### config.mk
export PLATFORM = sky130hd
export DESIGN_NAME = async_fifo_wptr_full
export DESIGN_NICKNAME = d
export VERILOG_FILES = /design/src/rtl/async_fifo_wptr_full.sv
export SDC_FILE = /design/constraint.sdc
export NUM_CORES = 1
export LEC_CHECK = 0
export BUFFER_PORTS_ARGS = -buffer_cell sky130_fd_sc_hd__buf_2
export CORE_UTILIZATION = 50
export DETAILED_ROUTE_END_ITERATION = 12
export GPL_TIMING_DRIVEN = 0
export HOLD_SLACK_MARGIN = 0.1
export MAX_ROUTING_LAYER = met4
export PLACE_DENSITY = 0.87
export SYNTH_ARGS = -nofsm -noshare
export SYNTH_HDL_FRONTEND = slang
export SYNTH_SLANG_ARGS = --single-unit
### constraint.sdc
create_clock -name wr_clk -period 6 [get_ports wr_clk]
set_input_delay 1.2 -clock wr_clk [delete_from_list [all_inputs] [get_ports wr_clk]]
set_output_delay 1.2 -clock wr_clk [all_outputs]
set_load 0.05 [all_outputs]
### src/rtl/async_fifo_wptr_full.sv
// Write-domain pointer/status stage of a dual-clock FIFO: binary and Gray write
// pointers, RAM write strobe, and registered full/almost-full/occupancy/overflow.
module async_fifo_wptr_full #(
  parameter int ASIZE        = 4,
  parameter int AFULL_THRESH = 14
) (
  input  logic             wr_clk,
  input  logic             wr_rst,
  input  logic             winc,
  input  logic [ASIZE:0]   wq2_rptr,
  input  logic             ovf_clr,
  output logic             wclken,
  output logic [ASIZE-1:0] waddr,
  output logic [ASIZE:0]   wptr,
  output logic             wfull,
  output logic             wafull,
  output logic [ASIZE:0]   wcount,
  output logic             wovf
);

  localparam logic [ASIZE:0] AFULL_LVL = AFULL_THRESH[ASIZE:0];

  logic [ASIZE:0] wbin;
  logic [ASIZE:0] wbin_next;
  logic [ASIZE:0] wgray_next;
  logic [ASIZE:0] rbin;
  logic [ASIZE:0] wcount_next;
  logic           wfull_next;
  logic           wafull_next;

  assign wclken = winc & ~wfull;
  assign waddr  = wbin[ASIZE-1:0];

  always_comb begin
    // NOTE: every variable driven here gets a default first, so no path can infer a latch.
    rbin        = '0;
    rbin[ASIZE] = wq2_rptr[ASIZE];
    for (int i = ASIZE - 1; i >= 0; i--) begin
      rbin[i] = rbin[i+1] ^ wq2_rptr[i];
    end
  end

  assign wbin_next   = wbin + {{ASIZE{1'b0}}, wclken};
  assign wgray_next  = wbin_next ^ (wbin_next >> 1);
  assign wcount_next = wbin_next - rbin;

  // Full when the write pointer has lapped the read pointer: top two Gray bits inverted.
  assign wfull_next  = (wgray_next == {~wq2_rptr[ASIZE:ASIZE-1], wq2_rptr[ASIZE-2:0]});
  assign wafull_next = (wcount_next >= AFULL_LVL);

  always_ff @(posedge wr_clk or posedge wr_rst) begin
    if (wr_rst) begin
      wbin   <= '0;
      wptr   <= '0;
      wfull  <= 1'b0;
      wafull <= 1'b0;
      wcount <= '0;
      wovf   <= 1'b0;
    end else begin
      // NOTE: non-blocking assignments keep every register sampling pre-edge values.
      wbin   <= wbin_next;
      wptr   <= wgray_next;
      wfull  <= wfull_next;
      wafull <= wafull_next;
      wcount <= wcount_next;
      // A new overflow outranks a simultaneous clear so no event is lost.
      if (winc && wfull) begin
        wovf <= 1'b1;
      end else if (ovf_clr) begin
        wovf <= 1'b0;
      end
    end
  end

endmodule

After elaboration in Yosys (flattened, before gate mapping)
Cells that the tools add are included.
Widths: inputs -> output; s select.
- logic and storage cells: 22
- output and inout bits: 18
- register bits: 18
- bits of input ports: 9
- equality and inequality tests: 1
- magnitude comparators: 1
- muxes and demuxes: 2
- bitwise logic cells: 8
- reduce and logical (&&, ||, !) cells: 2
- add/subtract/negate cells: 2
- operators with widths (operator ; count):
    $add 5x1->5 ; 1
    $eq 5x5->1 ; 1
    $ge 5x4->1 const B ; 1
    $sub 5x5->5 ; 1
    $xor 5x4->5 ; 1
    $xor 1x1->1 ; 4
    $mux 1 ; 2
    $not 2->2 ; 1
    $reduce_bool 2->1 ; 1
    $and 1x1->1 ; 1
    $logic_and 1x1->1 ; 1
    $not 1->1 ; 1

Longest topological paths before layout
Gate-level depths: netlist of the first run.
- depth in word-level cells: 6
- depth in mapped cells: 11
- mapped depth without buffers: 11

Worst setup path after synthesis of the first run
Ideal clock, no wire load.
- kind: in2reg
- start: input winc
- end: register wafull
- slack: 2.123 ns
- stages: 10
- library setup time: 0.120 ns
- data required time: 5.880 ns
- buffers on the path: 0
- arrival time: 3.757 ns
- path through: nor2b_1 ha_1 nand2_1 xor2_1 inv_1 ha_1 a21o_1 a21oi_1 xnor2_1 a31o_2
- cells in the longest elaborated chain, start to end: 4
- ends and longest elaborated chain (item ; line ; text):
    from (decl) ; 9 ; input logic winc,
    $and 1x1->1 ; 31 ; assign wclken = winc & ~wfull;
    $add 5x1->5 ; 43 ; assign wbin_next = wbin + {{ASIZE{1'b0}}, wclken};
    net wbin_next[2] ; 24 ; logic [ASIZE:0] wbin_next;
    $sub 5x5->5 ; 45 ; assign wcount_next = wbin_next - rbin;
    net wcount_next[4] ; 27 ; logic [ASIZE:0] wcount_next;
    $ge 5x4->1 ; 49 ; assign wafull_next = (wcount_next >= AFULL_LVL);
    net wafull_next ; 29 ; logic wafull_next;
    to (signal assigned) ; 64 ; wafull <= wafull_next;
    to (decl) ; 16 ; output logic wafull,
The timed path passes the listed nets, and every way through them passes these cells.
A chain may end at the register's enable or synchronous reset.

Final worst setup path of the first run
- start: input wq2_rptr[4]
- end: register wafull
- cells in the longest elaborated chain, start to end: 6
- ends and longest elaborated chain (item ; line ; text):
    from (decl) ; 10 ; input logic [ASIZE:0] wq2_rptr,
    $xor 1x1->1 (4 in series) ; 39 ; rbin[i] = rbin[i+1] ^ wq2_rptr[i];
    $sub 5x5->5 (*) ; 45 ;
    net wcount_next[4] ; 27 ;
    $ge 5x4->1 (*) ; 49 ;
    net wafull_next ; 29 ;
The timed path passes the listed nets; every way through them passes the cells marked *.

==> summary.md, run 1 <==
| Metric | Value |
|---|---|
| Post-Synthesis Cell Area | `965 um2` |
| First-pass GRT wire length | `2560 um` |
| Worst Path Max Fanout | `3` |
| Initial antenna violation count | `0` |
| Starting Density | `0.547` |
| Slowest stage cell, crit path | `fa_1` |
| Layout fillers | `155` |
| Outcome | `completed` |
| Main combinational cell family by area after synthesis | `XOR/XNOR gates` |
| I/O Buffers | `26` |
| Max Root-Sink Buffers | `2` |
| Via count | `between 600 and 700` |
| Vias per cell | `about 4.7` |
| Type of origin of the critical path | `input port` |
| CP peak stage delay | `0.41 ns` |
| GPL Wtd Cong | `0.884` |
| Post-synth top cells | `dfrtp_1, xnor2_1, inv_1` |
| Worst r2r src | `wfull$_DFF_PP0_` |
| CTS Buf Count | `3` |
| Cell mode on critical path | `xnor2_1` |
| Layout cells sized above 1 | `0.325` |
| Multiplexer area fraction after synthesis | `0` |
| Row count | `15` |
| HPWL after detailed placement | `around 1300 um` |
| Hold path endpoint | `wovf$_DFFE_PP0P_` |
| Synth unique cells | `26` |
| Area growth from synthesis to final layout | `19.5%` |
| Synthesized Nets | `100` |
| TritonCTS Sinks | `17` |
| Setup_tns | `0 ns` |
| Reg-to-reg slack, setup | `3.26 ns` |
| Post-CTS sizing | `0` |
| Largest net degree at the start of global routing | `18` |
| Final Hold Vio Count | `0` |
| Final WL | `between 1500 and 2000 um` |
| N_diodes | `0` |
| Post-CTS Setup Inserts | `0` |
| Htree depth | `1` |
| RSZ-0062 raised after global routing | `false` |
| Area fraction in compound gates after synthesis | `0.0713` |
| Gr ovfl total | `0` |
| Nets@finish | `131` |
| DRT Pass-1 Iters | `4` |
| Final worst path period need | `approximately 3.4 ns` |
| Final setup fails | `0` |
| Yosys top cell by area | `dfrtp_1` |
| Fmax | `between 200 and 300 MHz` |
| #FFs+latches synth | `17` |
| Slew headroom | `0.604` |
| Syn Area/Cell | `roughly 11 um2` |
| Top Family by Delay on Critical Path | `XOR/XNOR gates` |
| CP Data Arrival Time | `around 3.6 ns` |
| Worst Setup End Kind | `flop` |
| Gr usage total | `0.177` |
| Hold Crit Class | `reg2reg` |
| Most common flop cell mapped by yosys | `dfrtp_1` |
| Core area | `1760 um2` |
| Slew Limit Fails | `0` |
| Worst-margin pin slew | `0.593 ns` |
| Die ar. | `2110 um2` |
| Post-route antenna net violation count | `0` |
| Synth Area in XOR/XNOR | `0.250` |
| DR WL/cell | `12.0 um` |
| Post-synth EDFFs | `0` |
| Buf/Inv on CP | `2` |
| CTS tree | `done` |
| Clk Latency, worst-skew pair | `roughly 0.27 ns` |
| Synth Area in Adders | `0.0986` |
| WHS Path Cells | `2` |
| CTS Root Cell | `clkbuf_4` |
| Synth top area share | `0.441` |
| Synth warnings | `0` |
| Post-synth ARST share | `1.00` |
| Max Cap Viol | `0` |
| Hold Startpoint | `wfull$_DFF_PP0_` |
| Synth area leaders | `dfrtp_1, xnor2_1, ha_1, xor2_1, inv_1` |
| Worst-path clk slew | `0.09 ns` |
| DR iter-0 viols | `15` |
| Clock Skew | `0.00215 ns` |
| Critical path cell sequence | `buf_2, xnor2_1, xor2_1, xor2_1, xnor2_1, ha_1, fa_1, inv_1, a21o_1, a21oi_1, xnor2_1, a31o_2` |
| Vias in the first global route | `616` |
| Tcrit/Tclk final | `0.570` |
| Residual DRC | `0` |
| Sequential share of the synthesized area | `0.441` |
| Most common cell in the netlist | `dfrtp_1` |
| Worst path required time | `6.17 ns` |
| Fraction of the mapped netlist area in simple logic gates | `0.0661` |
| Die Width | `45.9 um` |
| Crit Reg-Reg Endpoint | `wafull$_DFF_PP0_` |
| CP Class | `in2reg` |
| Die H | `45.9 um` |
| Post-Synthesis Cells | `84` |
| CTS Hold Buffers Added | `0` |
| I/O pin cnt | `27` |
| Reg2reg path depth | `10` |
layout by cell type, fill, tap and decap left out:
| cell | n |
|---|---|
| buf_2 | 27 |
| dfrtp_1 | 17 |
| xnor2_1 | 15 |
| inv_1 | 11 |
| ha_1 | 6 |
| xor2_1 | 5 |
| a21oi_1 | 4 |
| nand2_1 | 3 |
| clkbuf_4 | 3 |
| nand3_1 | 2 |
| a21o_1 | 2 |
| o211ai_1 | 2 |
| o21ai_0 | 2 |
| nor2b_1 | 1 |
| clkbuf_2 | 1 |
| buf_6 | 1 |
| buf_4 | 1 |
| xor2_4 | 1 |
| nand4_1 | 1 |
| xnor2_2 | 1 |
| xnor3_1 | 1 |
| nand3b_1 | 1 |
| nand2b_1 | 1 |
| or3_1 | 1 |
| nor3_2 | 1 |
| a31o_2 | 1 |
| fa_1 | 1 |
| clkbuf_1 | 1 |
final cells by class:
type,instances,area [um2],share of cell area
flip-flops and latches,17,425,0.369
plain buffers,4,28.8,0.0250
repair buffers,26,130,0.113
well taps,25,31.3,0.0271
clock buffers,4,26.3,0.0228
inverters,11,41.3,0.0358
multi-input cells,52,469,0.407
kinds of logic after synthesis:
kind of cell / after synthesis
fa+ha+maj: 7
compound gates: 11
simple gates: 11
xor+xnor: 23
flops: 17
buf+inv: 15
how the worst max path moves through the flow:
stage,from,to,slack [ns],depth (start not counted)
floorplan,winc,wafull$_DFF_PP0_,2.12,10
global route,wq2_rptr[4],wafull$_DFF_PP0_,2.45,12
global placement,wq2_rptr[4],wafull$_DFF_PP0_,2.42,12
detailed placement,wq2_rptr[4],wafull$_DFF_PP0_,2.36,12
finish,wq2_rptr[4],wafull$_DFF_PP0_,2.58,12
CTS,wq2_rptr[4],wafull$_DFF_PP0_,2.59,12
layer usage:
metal | up-vias | share of wire | global-route usage | wire (um)
li1 | 325 | - | - | -
met1 | 308 | 0.45 | 0.221 | 752
met2 | 18 | 0.51 | 0.293 | 856
met3 | 2 | 0.030 | 0.0119 | 50
met4 | 0 | 0.0060 | 0.0765 | 10
met5 | - | 0 | - | 0
through the flow:
stage                     hold WS [ns]  std cells  utilization  cell area, um2  setup WS [ns]
after floorplan                  0.748         84            -             965           2.12
after global placement           0.477        135        0.638            1130           2.42
after detailed placement         0.492        135        0.638            1130           2.36
after CTS                        0.515        139        0.653            1150           2.59
after global routing             0.562        139        0.653            1150           2.45
final                            0.508        139        0.653            1150           2.58
worst min-delay path, stage by stage (launching register included):
cell and delay [ns]:
dfrtp_1 0.37, nand2_1 0.05, o21ai_0 0.06
flip-flops by register name (all words and copies together) (netlist names):
register / flops
wcount: 5
wafull: 1
wbin: 5
wptr: 4
wovf: 1
wfull: 1
Power of run 1 is not shown: default switching activity piles up to over one toggle a cycle in this logic, so the estimate is an artifact.
==> inputs of run 2 (changes only) <==
--- a/config.mk
+++ b/config.mk
@@ -5,6 +5,7 @@
 export SDC_FILE = /design/constraint.sdc
 export NUM_CORES = 1
 export LEC_CHECK = 0
+export ABC_AREA = 1
 export BUFFER_PORTS_ARGS = -buffer_cell sky130_fd_sc_hd__buf_2
 export CORE_UTILIZATION = 50
 export DETAILED_ROUTE_END_ITERATION = 12
==> constraint.sdc (replaced) <==
create_clock -name wr_clk -period 3.4 [get_ports wr_clk]
set_input_delay 0.68 -clock wr_clk [delete_from_list [all_inputs] [get_ports wr_clk]]
set_output_delay 0.68 -clock wr_clk [all_outputs]
set_load 0.05 [all_outputs]
==> summary.md, run 2 <==
| Metric | Value |
|---|---|
| #FFs+latches synth | `17` |
| DRT Pass-1 Iters | `4` |
| Die H | `approximately 46 um` |
| Fmax | `between 400 and 500 MHz` |
| Syn Area/Cell | `around 8.4 um2` |
| Outcome | `completed` |
| Synth unique cells | `19` |
| Layout cells sized above 1 | `0.279` |
| Core Util, Final | `0.658` |
| Worst-path clk slew | `0.09 ns` |
| Post-synth top cells | `nand2_1, inv_1, dfrtp_1` |
| Gr ovfl total | `0` |
| CTS tree | `done` |
| Final Hold Vio Count | `0` |
| Buf/Inv on CP | `3` |
| HPWL after detailed placement | `1530 um` |
| Final setup fails | `0` |
| Synth area leaders | `dfrtp_1, nand2_1, inv_1, ha_1, nand3_1` |
| Final WL | `1860 um` |
| Worst Path Max Fanout | `3` |
| Worst Setup End Kind | `flop` |
| Post-Synthesis Cells | `117` |
| Setup_tns | `0 ns` |
| Post-synth ARST share | `1.00` |
| Post-CTS Setup Inserts | `0` |
| Post-route antenna net violation count | `0` |
| Post-Synthesis Cell Area | `986 um2` |
| Die Width | `46.4 um` |
| Slew headroom | `0.585` |
| First-pass GRT wire length | `2860 um` |
| Most common cell in the netlist | `nand2_1` |
| Worst-margin pin slew | `0.622 ns` |
| Tcrit/Tclk final | `0.718` |
| Residual DRC | `0` |
| Type of origin of the critical path | `input port` |
| GPL Wtd Cong | `0.820` |
| Area growth from synthesis to final layout | `19.0%` |
| TritonCTS Sinks | `17` |
| Initial antenna violation count | `0` |
| Most frequent cells in the layout | `nand2_1, buf_2, inv_1` |
| Core area | `between 1500 and 2000 um2` |
| Sequential share of the synthesized area | `0.431` |
| Max Cap Viol | `0` |
| N_diodes | `0` |
| Clk Latency, worst-skew pair | `0.28 ns` |
| Cell mode on critical path | `nand2_1` |
| CP Data Arrival Time | `between 2 and 3 ns` |
| DR iter-0 viols | `22` |
| Slew Limit Fails | `0` |
| Placed inst area | `between 1000 and 1500 um2` |
| Vias per cell | `4.73` |
| Synthesized Nets | `133` |
| Final worst path period need | `2.44 ns` |
| Worst path required time | `3.57 ns` |
| Most common flop cell mapped by yosys | `dfrtp_1` |
| Max Root-Sink Buffers | `2` |
| DR WL/cell | `10.8 um` |
| Vias in the first global route | `718` |
| Synth top area share | `0.431` |
| CTS Root Cell | `clkbuf_4` |
| CTS Buf Count | `3` |
| CP Class | `in2reg` |
| Synth warnings | `0` |
| Top Family by Delay on Critical Path | `XOR/XNOR gates` |
| Commonest non-fill, non-tap cell in the layout | `nand2_1` |
| CTS Hold Buffers Added | `0` |
| Hold Crit Class | `in2async` |
| Starting Density | `0.553` |
| Die ar. | `2150 um2` |
| Nets@finish | `164` |
| Row count | `15` |
| Clock Skew | `0.00133 ns` |
| I/O Buffers | `26` |
| I/O pin cnt | `27` |
| Gr usage total | `0.200` |
| Largest net degree at the start of global routing | `18` |
| Worst r2r src | `wfull$_DFF_PP0_` |
| CP peak stage delay | `0.41 ns` |
| Layout fillers | `147` |
| RSZ-0062 raised after global routing | `false` |
| Htree depth | `1` |
| Critical path cell sequence | `buf_2, xnor2_2, xor2_2, xor3_1, inv_1, ha_1, fa_1, inv_1, nand2_1, nand2_1, a21oi_1, nand3_1, nand2_1` |
| Final instance area | `about 1200 um2` |
| Worst setup startpoint | `wq2_rptr[4]` |
| Yosys top cell by area | `dfrtp_1` |
| Via count | `814` |
| Post-synth EDFFs | `0` |
| Slowest stage cell, crit path | `fa_1` |
| Post-CTS sizing | `0` |
| Largest regs | `wbin (5), wcount (5), wptr (4)` |
==> run 2: changes by cell type after synthesis, sizes merged, moves of 2 or more <==
cell,delta
a21oi,-2
xor2,-3
o211ai,-2
xnor2,-13
nand2,+34
nand3,+12
buf,-3
inv,+13
nor2,+4
==> run 2: logic make-up (layout without fill, tap and decap cells) <==
kind of cell / Yosys count / after routing / synth area share
compound gates: 6 / 6 / 0.0368
xor+xnor: 7 / 7 / 0.0927
fa+ha+maj: 7 / 7 / 0.0964
buf+inv: 24 / 54 / 0.0914
flops: 17 / 17 / 0.431
simple gates: 56 / 56 / 0.251
==> run 2: path summary, 6_finish.rpt <==
check / end / slack [ns] / depth (start not counted)
worst min-delay path: wafull$_DFF_PP0_ / 0.46 / 2
worst min register to register: wovf$_DFFE_PP0P_ / 0.51 / 2
max in group asynchronous: wcount[4]$_DFF_PP0_ / 2.54 / 2
worst max-delay path: wcount[4]$_DFF_PP0_ / 0.96 / 13
worst max register to register: wafull$_DFF_PP0_ / 1.15 / 12
min in group wr_clk: wovf$_DFFE_PP0P_ / 0.51 / 2
==> run 2: final cells by class <==
class	count	area, um2	area share
timing repair buffer	26	130	0.111
sequential	17	425	0.362
clock buffer	4	26.3	0.0224
tap	25	31.3	0.0267
multi-input combinational	76	470	0.401
inverter	24	90.1	0.0768
==> run 2: metrics by stage <==
stage          setup slack [ns]  cells  hold WS [ns]
3_5_place_dp              0.677    168         0.501
4_1_cts                   0.968    172         0.476
3_3_place_gp              0.749    168         0.478
2_1_floorplan             0.374    117         0.606
5_1_grt                   0.810    172         0.508
6_report                  0.958    172         0.457
==> run 2: layer usage <==
layer | global-route usage | share of wire
met5 | - | 0
met4 | 0.112 | 0.012
met3 | 0.0235 | 0.029
met2 | 0.356 | 0.55
met1 | 0.210 | 0.41
Power of run 2 is left out for the same reason.
